File: config.mk
export PLATFORM = sky130hd
export DESIGN_NAME = operand_entry_flat
export DESIGN_NICKNAME = d
export VERILOG_FILES = /design/src/rtl/calc_pkg.sv /design/src/rtl/operand_entry_if.sv /design/src/rtl/key_debounce.sv /design/src/rtl/operand_entry.sv /design/src/flat_wrapper.sv
export SDC_FILE = /design/constraint.sdc
export NUM_CORES = 1
export LEC_CHECK = 0
export CELL_PAD_IN_SITES_DETAIL_PLACEMENT = 1
export CELL_PAD_IN_SITES_GLOBAL_PLACEMENT = 1
export CORE_MARGIN = 1
export CORE_UTILIZATION = 40
export DETAILED_ROUTE_END_ITERATION = 12
export HOLD_SLACK_MARGIN = 0.03
export PLACE_DENSITY = 0.82
export SYNTH_ARGS = -nofsm -noshare
export SYNTH_HDL_FRONTEND = slang
export SYNTH_SLANG_ARGS = --single-unit
File: constraint.sdc
create_clock -name clk -period 6.4 [get_ports clk]
set_input_delay 1.28 -clock clk [delete_from_list [all_inputs] [get_ports clk]]
set_output_delay 1.28 -clock clk [all_outputs]
set_load 0.01 [all_outputs]
File: src/rtl/calc_pkg.sv
// rtl/calc_pkg.sv - shared calculator datapath types and digit constants
package calc_pkg;

  localparam int DIGIT_W = 4;
  localparam logic [DIGIT_W-1:0] MAX_DEC_DIGIT = 4'd9;

  // Entry FSM states, shared with the later entry/operator stages
  typedef enum logic {
    IDLE     = 1'b0,
    WAIT_REL = 1'b1
  } entry_state_t;

  function automatic logic is_dec_digit(input logic [DIGIT_W-1:0] d);
    return d <= MAX_DEC_DIGIT;
  endfunction

endpackage

File: src/rtl/operand_entry_if.sv
// rtl/operand_entry_if.sv - key/digit inputs and operand outputs of the entry stage
interface operand_entry_if #(
  parameter int WIDTH = 14,
  parameter int NDW   = 3
);

  logic                         key_any;
  logic [calc_pkg::DIGIT_W-1:0] digit;
  logic                         clear;
  logic [WIDTH-1:0]             value;
  logic [NDW-1:0]               ndigits;
  logic                         full;
  logic                         digit_stb;
  logic                         err;

  modport master (
    output key_any, digit, clear,
    input  value, ndigits, full, digit_stb, err
  );

  modport slave (
    input  key_any, digit, clear,
    output value, ndigits, full, digit_stb, err
  );

endinterface

File: src/rtl/key_debounce.sv
// rtl/key_debounce.sv - level debouncer, toggles after DEBOUNCE_CYCLES differing samples
module key_debounce #(
  parameter int DEBOUNCE_CYCLES = 4
) (
  input  logic clk,
  input  logic rst,
  input  logic in,
  output logic out
);

  localparam int CW = $clog2(DEBOUNCE_CYCLES + 1);

  logic [CW-1:0] cnt;

  // Any sample matching the current level restarts the run
  always_ff @(posedge clk) begin
    if (rst) begin
      out <= 1'b0;
      cnt <= '0;
    end else if (in == out) begin
      cnt <= '0;
    end else if (cnt == CW'(DEBOUNCE_CYCLES - 1)) begin
      out <= in;
      cnt <= '0;
    end else begin
      cnt <= cnt + 1'b1;
    end
  end

endmodule

File: src/rtl/operand_entry.sv
// rtl/operand_entry.sv - accumulates decimal key presses into a binary operand
// Optional key debouncer enabled by OPERAND_ENTRY_DEBOUNCE_EN.
module operand_entry
  import calc_pkg::*;
#(
  parameter int MAX_DIGITS      = 4,
  parameter int WIDTH           = 14,
  parameter int DEBOUNCE_CYCLES = 4
) (
  input  logic            clk,
  input  logic            rst,
  operand_entry_if.slave  bus
);

  localparam int NDW = $clog2(MAX_DIGITS + 1);

  logic                 kl;
  entry_state_t         state, state_nx;
  logic [WIDTH-1:0]     value_q;
  logic [NDW-1:0]       ndigits_q;
  logic                 stb_q, err_q, full;
  logic                 take, bad, lead_zero, push;
  logic [WIDTH+3:0]     ext, prod;

`ifdef OPERAND_ENTRY_DEBOUNCE_EN
  key_debounce #(.DEBOUNCE_CYCLES(DEBOUNCE_CYCLES)) u_debounce (
    .clk (clk),
    .rst (rst),
    .in  (bus.key_any),
    .out (kl)
  );
`else
  assign kl = bus.key_any;
`endif

  assign full = (ndigits_q == NDW'(MAX_DIGITS));

  always_ff @(posedge clk) begin
    if (rst) state <= IDLE;
    else     state <= state_nx;
  end

  always_comb begin
    state_nx = state;
    case (state)
      IDLE:     if (kl)  state_nx = WAIT_REL;
      WAIT_REL: if (!kl) state_nx = IDLE;
      default:           state_nx = IDLE;
    endcase
  end

  // Classify the digit seen on the press edge; an out-of-range code wins over full
  always_comb begin
    take      = (state == IDLE) && kl;
    bad       = take && !is_dec_digit(bus.digit);
    lead_zero = take && !bad && !full && (value_q == '0) && (bus.digit == '0);
    push      = take && !bad && !full && !lead_zero;
  end

  assign ext  = {4'b0000, value_q};
  assign prod = (ext << 3) + (ext << 1) + (WIDTH+4)'(bus.digit);

  // clear outranks a simultaneous acceptance but leaves the FSM alone
  always_ff @(posedge clk) begin
    if (rst) begin
      value_q   <= '0;
      ndigits_q <= '0;
      stb_q     <= 1'b0;
      err_q     <= 1'b0;
    end else if (bus.clear) begin
      value_q   <= '0;
      ndigits_q <= '0;
      stb_q     <= 1'b0;
      err_q     <= 1'b0;
    end else begin
      stb_q <= push || lead_zero;
      if (bad) err_q <= 1'b1;
      if (push) begin
        value_q   <= prod[WIDTH-1:0];
        ndigits_q <= ndigits_q + 1'b1;
      end
    end
  end

  assign bus.value     = value_q;
  assign bus.ndigits   = ndigits_q;
  assign bus.full      = full;
  assign bus.digit_stb = stb_q;
  assign bus.err       = err_q;

endmodule

File: src/flat_wrapper.sv
// flat-port wrapper written by rule: the top's interface ports become plain ports
module operand_entry_flat import calc_pkg::*;
#(
  parameter int MAX_DIGITS      = 4,
  parameter int WIDTH           = 14,
  parameter int DEBOUNCE_CYCLES = 4
)
  (clk, rst, bus_key_any, bus_digit, bus_clear, bus_value, bus_ndigits, bus_full, bus_digit_stb, bus_err);
  operand_entry_if #(.WIDTH(WIDTH), .NDW(3)) bus_i ();
  input  logic clk;
  input  logic rst;
  input wire logic [$bits(bus_i.key_any)-1:0] bus_key_any;
  input wire logic [$bits(bus_i.digit)-1:0] bus_digit;
  input wire logic [$bits(bus_i.clear)-1:0] bus_clear;
  output wire logic [$bits(bus_i.value)-1:0] bus_value;
  output wire logic [$bits(bus_i.ndigits)-1:0] bus_ndigits;
  output wire logic [$bits(bus_i.full)-1:0] bus_full;
  output wire logic [$bits(bus_i.digit_stb)-1:0] bus_digit_stb;
  output wire logic [$bits(bus_i.err)-1:0] bus_err;
  assign bus_i.key_any = bus_key_any;
  assign bus_i.digit = bus_digit;
  assign bus_i.clear = bus_clear;
  assign bus_value = bus_i.value;
  assign bus_ndigits = bus_i.ndigits;
  assign bus_full = bus_i.full;
  assign bus_digit_stb = bus_i.digit_stb;
  assign bus_err = bus_i.err;
  operand_entry #(.MAX_DIGITS(MAX_DIGITS), .WIDTH(WIDTH), .DEBOUNCE_CYCLES(DEBOUNCE_CYCLES)) u_core (.clk(clk), .rst(rst), .bus(bus_i));
endmodule
**After elaboration in Yosys (flattened, before gate mapping)**

Index checks and enable logic that the tools add are counted.

- Flip-flop bits (word level): 20
- Latch bits: 0
- Bits in writable memories: 0
- Bits in read-only memories: 0
- Output and inout bits: 20
- Word-level logic and storage cells: 27
- Memories kept: 0

- $add $sub $neg: 3
- Multiply operators: 0
- Divide/modulo/power cells: 0
- Magnitude comparators: 1
- Eq/ne operators: 1
- Shift-type cells: 0
- Muxes and demuxes: 1
- Bitwise gates (word level): 1
- Reductions and logical operators: 15

Operator list:

| operator | count |
|---|---|
| adder 14 bit | 1 |
| adder 14 x 4 -> 14 bit | 1 |
| zero test 14 bit | 1 |
| logical AND 1 bit | 7 |
| less-or-equal comparator 4 bit (second input constant) | 1 |
| zero test 1 bit | 4 |
| zero test 4 bit | 1 |
| adder 3 x 1 -> 3 bit (second input constant) | 1 |
| equality test 3 bit (second input constant) | 1 |
| OR reduction 2 bit | 1 |
| logical OR 1 bit | 1 |
| two-way mux 1 bit | 1 |
| inverter 1 bit | 1 |

**Longest topological paths before layout**

- Word-level depth: 11
- Gate-level depth with buffers: 10
- Gate-level depth less buffers: 10

**Worst setup path after synthesis**

No wires, ideal clock.

- Path kind: in2reg
- From: input bus_digit[3]
- To: register u_core.value_q[12], in the netlist u_core.bus.value[12]
- Arrival: 3.277 ns
- Data required time: 6.278 ns
- Path slack: 3.001 ns
- Cell stages on the path: 10
- Buffers on the path: 0
- Path through: inv_1 > fa_1 > inv_1 > fa_1 > a21o_1 > a221oi_4 > nor3_2 > o21ba_1 > a211oi_1 > a21oi_1

- Cells in the longest elaborated chain, start to end: 10
- Elaborated cells on any way between the ends: 12

Ends and longest elaborated chain:

| item | RTL line | text |
|---|---|---|
| start: declaration | flat_wrapper.sv:13 | `input wire logic [$bits(bus_i.digit)-1:0] bus_digit;` |
| less-or-equal comparator 4 bit | calc_pkg.sv:14 | `return d <= MAX_DEC_DIGIT;` |
| zero test 1 bit | operand_entry.sv:55 | `bad = take && !is_dec_digit(bus.digit);` |
| logical AND 1 bit | operand_entry.sv:55 |  |
| zero test 1 bit | operand_entry.sv:56, operand_entry.sv:57 |  |
| logical AND 1 bit (2 in series) | operand_entry.sv:56, operand_entry.sv:57 |  |
| logical AND 1 bit (2 in series) | operand_entry.sv:56 | `lead_zero = take && !bad && !full && (value_q == '0) && (bus.digit == '0);` |
| zero test 1 bit | operand_entry.sv:57 | `push = take && !bad && !full && !lead_zero;` |
| logical AND 1 bit | operand_entry.sv:57 |  |
| end signal: assignment | operand_entry.sv:79 | `value_q <= prod[WIDTH-1:0];` |
| end: declaration | operand_entry.sv:19 | `logic [WIDTH-1:0] value_q;` |

Several ways; a longest one is shown, not always the timed one.
A chain may end at the register's enable or synchronous reset.

**Worst setup path after layout**

Ends and elaborated chain as after synthesis.

==> impl_results.md <==
- GRT Overall Usage: 0.2369
- Hold-fix buffers, CTS: 0
- Post-synth cell types: 38
- Part of the power in registers: 0.467
- Final #Nets: 232
- Final hold violations: 0
- PD cells: 152.3 nW/µm²
- Endpoint class of the critical path: flop
- Total CTS buffers: 3
- Crit path time final: 3.872 ns
- Num rows: 21
- Clock-pin slew on the worst setup and hold paths: 0.13 ns
- Seq/Total Area, Yosys: 0.2728
- Avg WL per Cell: 17.28 µm
- Ys Warns: 0
- Die width: 62.58 µm
- Setup bufs post-CTS: 0
- Largest net degree at the start of global routing: 19
- RSZ-0062 raised after global routing: false
- Layout Cells excl Fill: 243
- Leak Pwr: 0.0007913 µW
- Fraction of registers with async set/reset: 0
- Gpl congestion: 0.8604
- CTS Buffer Depth: 2
- DP HPWL: 3.227 mm
- CP Launch Type: input port
- Most frequent cell after synthesis: ha_1
- Internal power: 206.5 µW
- Combinational group share of total power: 0.134
- Antenna violations before repair: 0
- Post-Syn Instances: 171
- Vias: 1339
- Post-Syn Area: 1468 µm²
- Kind of critical path: input port to flop
- Setup Skew: 0.003483 ns
- Number of synthesized register bits: 20
- Final worst slack: 2.528 ns
- Top area cells in the synthesized netlist: dfxtp_1, ha_1, a21oi_1, xnor2_1, nand2_1
- Top FF cell, synth: dfxtp_1
- Mapped Avg Cell Area: 8.583 µm²
- CP required: 6.59 ns
- H-tree lvl count: 1
- Placed instance count: 239
- VDD IR-drop max: 0.0001153 V
- Clock power frac: 0.398
- Synth area leader: dfxtp_1
- Area grow syn2layout: 23.78%
- CORE AREA: 3416 µm²
- Die Area: 3916 µm²
- Setup TNS: 0 ns
- I/O pin cnt: 28
- Detailed Route WL: 4.198 mm
- Worst-Skew Late Latency: 0.33 ns
- Vias in the first global route: 1535
- Share of cells above drive strength 1: 0.05584
- Tcrit/Tclk final: 0.6050
- Final setup vio count: 0
- Diode count: 0
- Gr ovfl total: 0
- CTS tree: yes
- Starting Density: 0.4297
- Switch share: 0.2539
- Post-synth top cells: ha_1, nand2_1, dfxtp_1, a21oi_1, inv_1
- First-pass GRT wire length: 7.314 mm
- Root Driver: clkbuf_4
- Final Hold Slack: 0.4851 ns
- Status: completed
- Max Freq: 258.3 MHz
- Switching power: 70.26 µW
- CP max FO: 4
- Drt first-iter violations: 32
- Slew @ Worst Pin: 0.9247 ns
- Critical Path AT: 4.06 ns
- Maxcap violations: 0
- Syn Nets: 205
- Pre-Repair DR Iteration Count: 5
- Relative slew slack: 0.3835
- Post-synth EDFFs: 0
- Pre-CTS WS: 2.186 ns
- Pins Over Slew Limit: 0
- Synth top area share: 0.2728
- Post-route antenna net violation count: 0
- Num Clock Sinks: 20
- DRC: 0
- Die extent in y: 62.58 µm
- IO buf count: 27
- Worst min path class: flop to flop
- Via density: 5.510
- Post_cts resized: 0
## layout by cell type (no fill, tap or decap), types with 2 or more instances in the layout
master / count
nor2b_1: 2
ha_1: 24
nand3_1: 7
xnor2_1: 10
dfxtp_1: 20
a211oi_1: 2
o211ai_1: 2
inv_1: 11
clkbuf_4: 3
a21o_1: 4
a21oi_1: 19
xor2_1: 3
nor2_1: 9
clkdlybuf4s50_1: 27
nor4_1: 3
fa_1: 2
o21ai_0: 7
nand2_1: 23
## cell type report
cell class | count | area [µm²]
Multi-Input combinational cell | 135 | 994.7
Fill cell | 414 | 1599
Sequential cell | 20 | 400.4
Inverter | 11 | 41.29
Clock inverter | 1 | 30.03
Clock buffer | 3 | 22.52
Timing Repair Buffer | 27 | 270.3
Tap cell | 46 | 57.56
## critical path, cell delays in order
cell	delay, ns
clkdlybuf4s50_1	0.50
inv_1	0.08
fa_1	0.48
inv_1	0.07
fa_1	0.46
a21o_1	0.24
a221oi_4	0.35
nor3_2	0.07
o21ba_1	0.19
a211oi_1	0.24
a21oi_1	0.11
## state kept, by name, summed over array words and instances, names as in the netlist
name and count:
u_core.bus.value 14, u_core.bus.ndigits 3, u_core.bus.digit_stb 1, u_core.bus.err 1, u_core.state 1
## power groups by stage
stage	combinational, µW	clock (µW)	sequential, µW
finish	37.1	110	129
global route	41.2	117	130
CTS	37.4	112	129
detailed placement	37.0	0	132
global placement	35.2	0	132
floorplan	21.3	0	133
## per-stage QoR
step / utilization / cell area [µm²] / total power, µW
2_1_floorplan: - / 1468 / 153.9
6_report: 0.5319 / 1817 / 276.8
3_3_place_gp: 0.5165 / 1764 / 167.2
5_1_grt: 0.5319 / 1817 / 288.1
3_5_place_dp: 0.5165 / 1764 / 169.2
4_1_cts: 0.5319 / 1817 / 279.2
## per-layer routing
layer | GRT usage | share of wire
met5 | 0 | 0
met2 | 0.4484 | 0.52
met4 | 0.05814 | 0.015
met3 | 0.04562 | 0.030
met1 | 0.2679 | 0.43
## worst paths after layout
path                                         start                                 to  slack (ns)  cells past startpoint
setup / recovery                      bus_digit[3]  u_core.bus.value[12]$_SDFFE_PP0P_        2.53                     11
setup reg to reg  u_core.bus.value[0]$_SDFFE_PP0P_  u_core.bus.value[12]$_SDFFE_PP0P_        3.48                     10
hold reg to reg        u_core.bus.err$_SDFFE_PP0P_        u_core.bus.err$_SDFFE_PP0P_        0.49                      2
hold / removal         u_core.bus.err$_SDFFE_PP0P_        u_core.bus.err$_SDFFE_PP0P_        0.49                      2
## kinds of logic after synthesis
| group | Yosys count | synth area share |
|---|---|---|
| buffers and inverters | 16 | 0.04945 |
| AOI/OAI and AO/OA | 44 | 0.2021 |
| adders and majority gates | 26 | 0.2319 |
| DFF | 20 | 0.2728 |
| and+or+nand+nor | 52 | 0.1663 |
| xor gates and xnor gates | 13 | 0.07758 |
No activity file was read; power rests on OpenSTA's default activity.
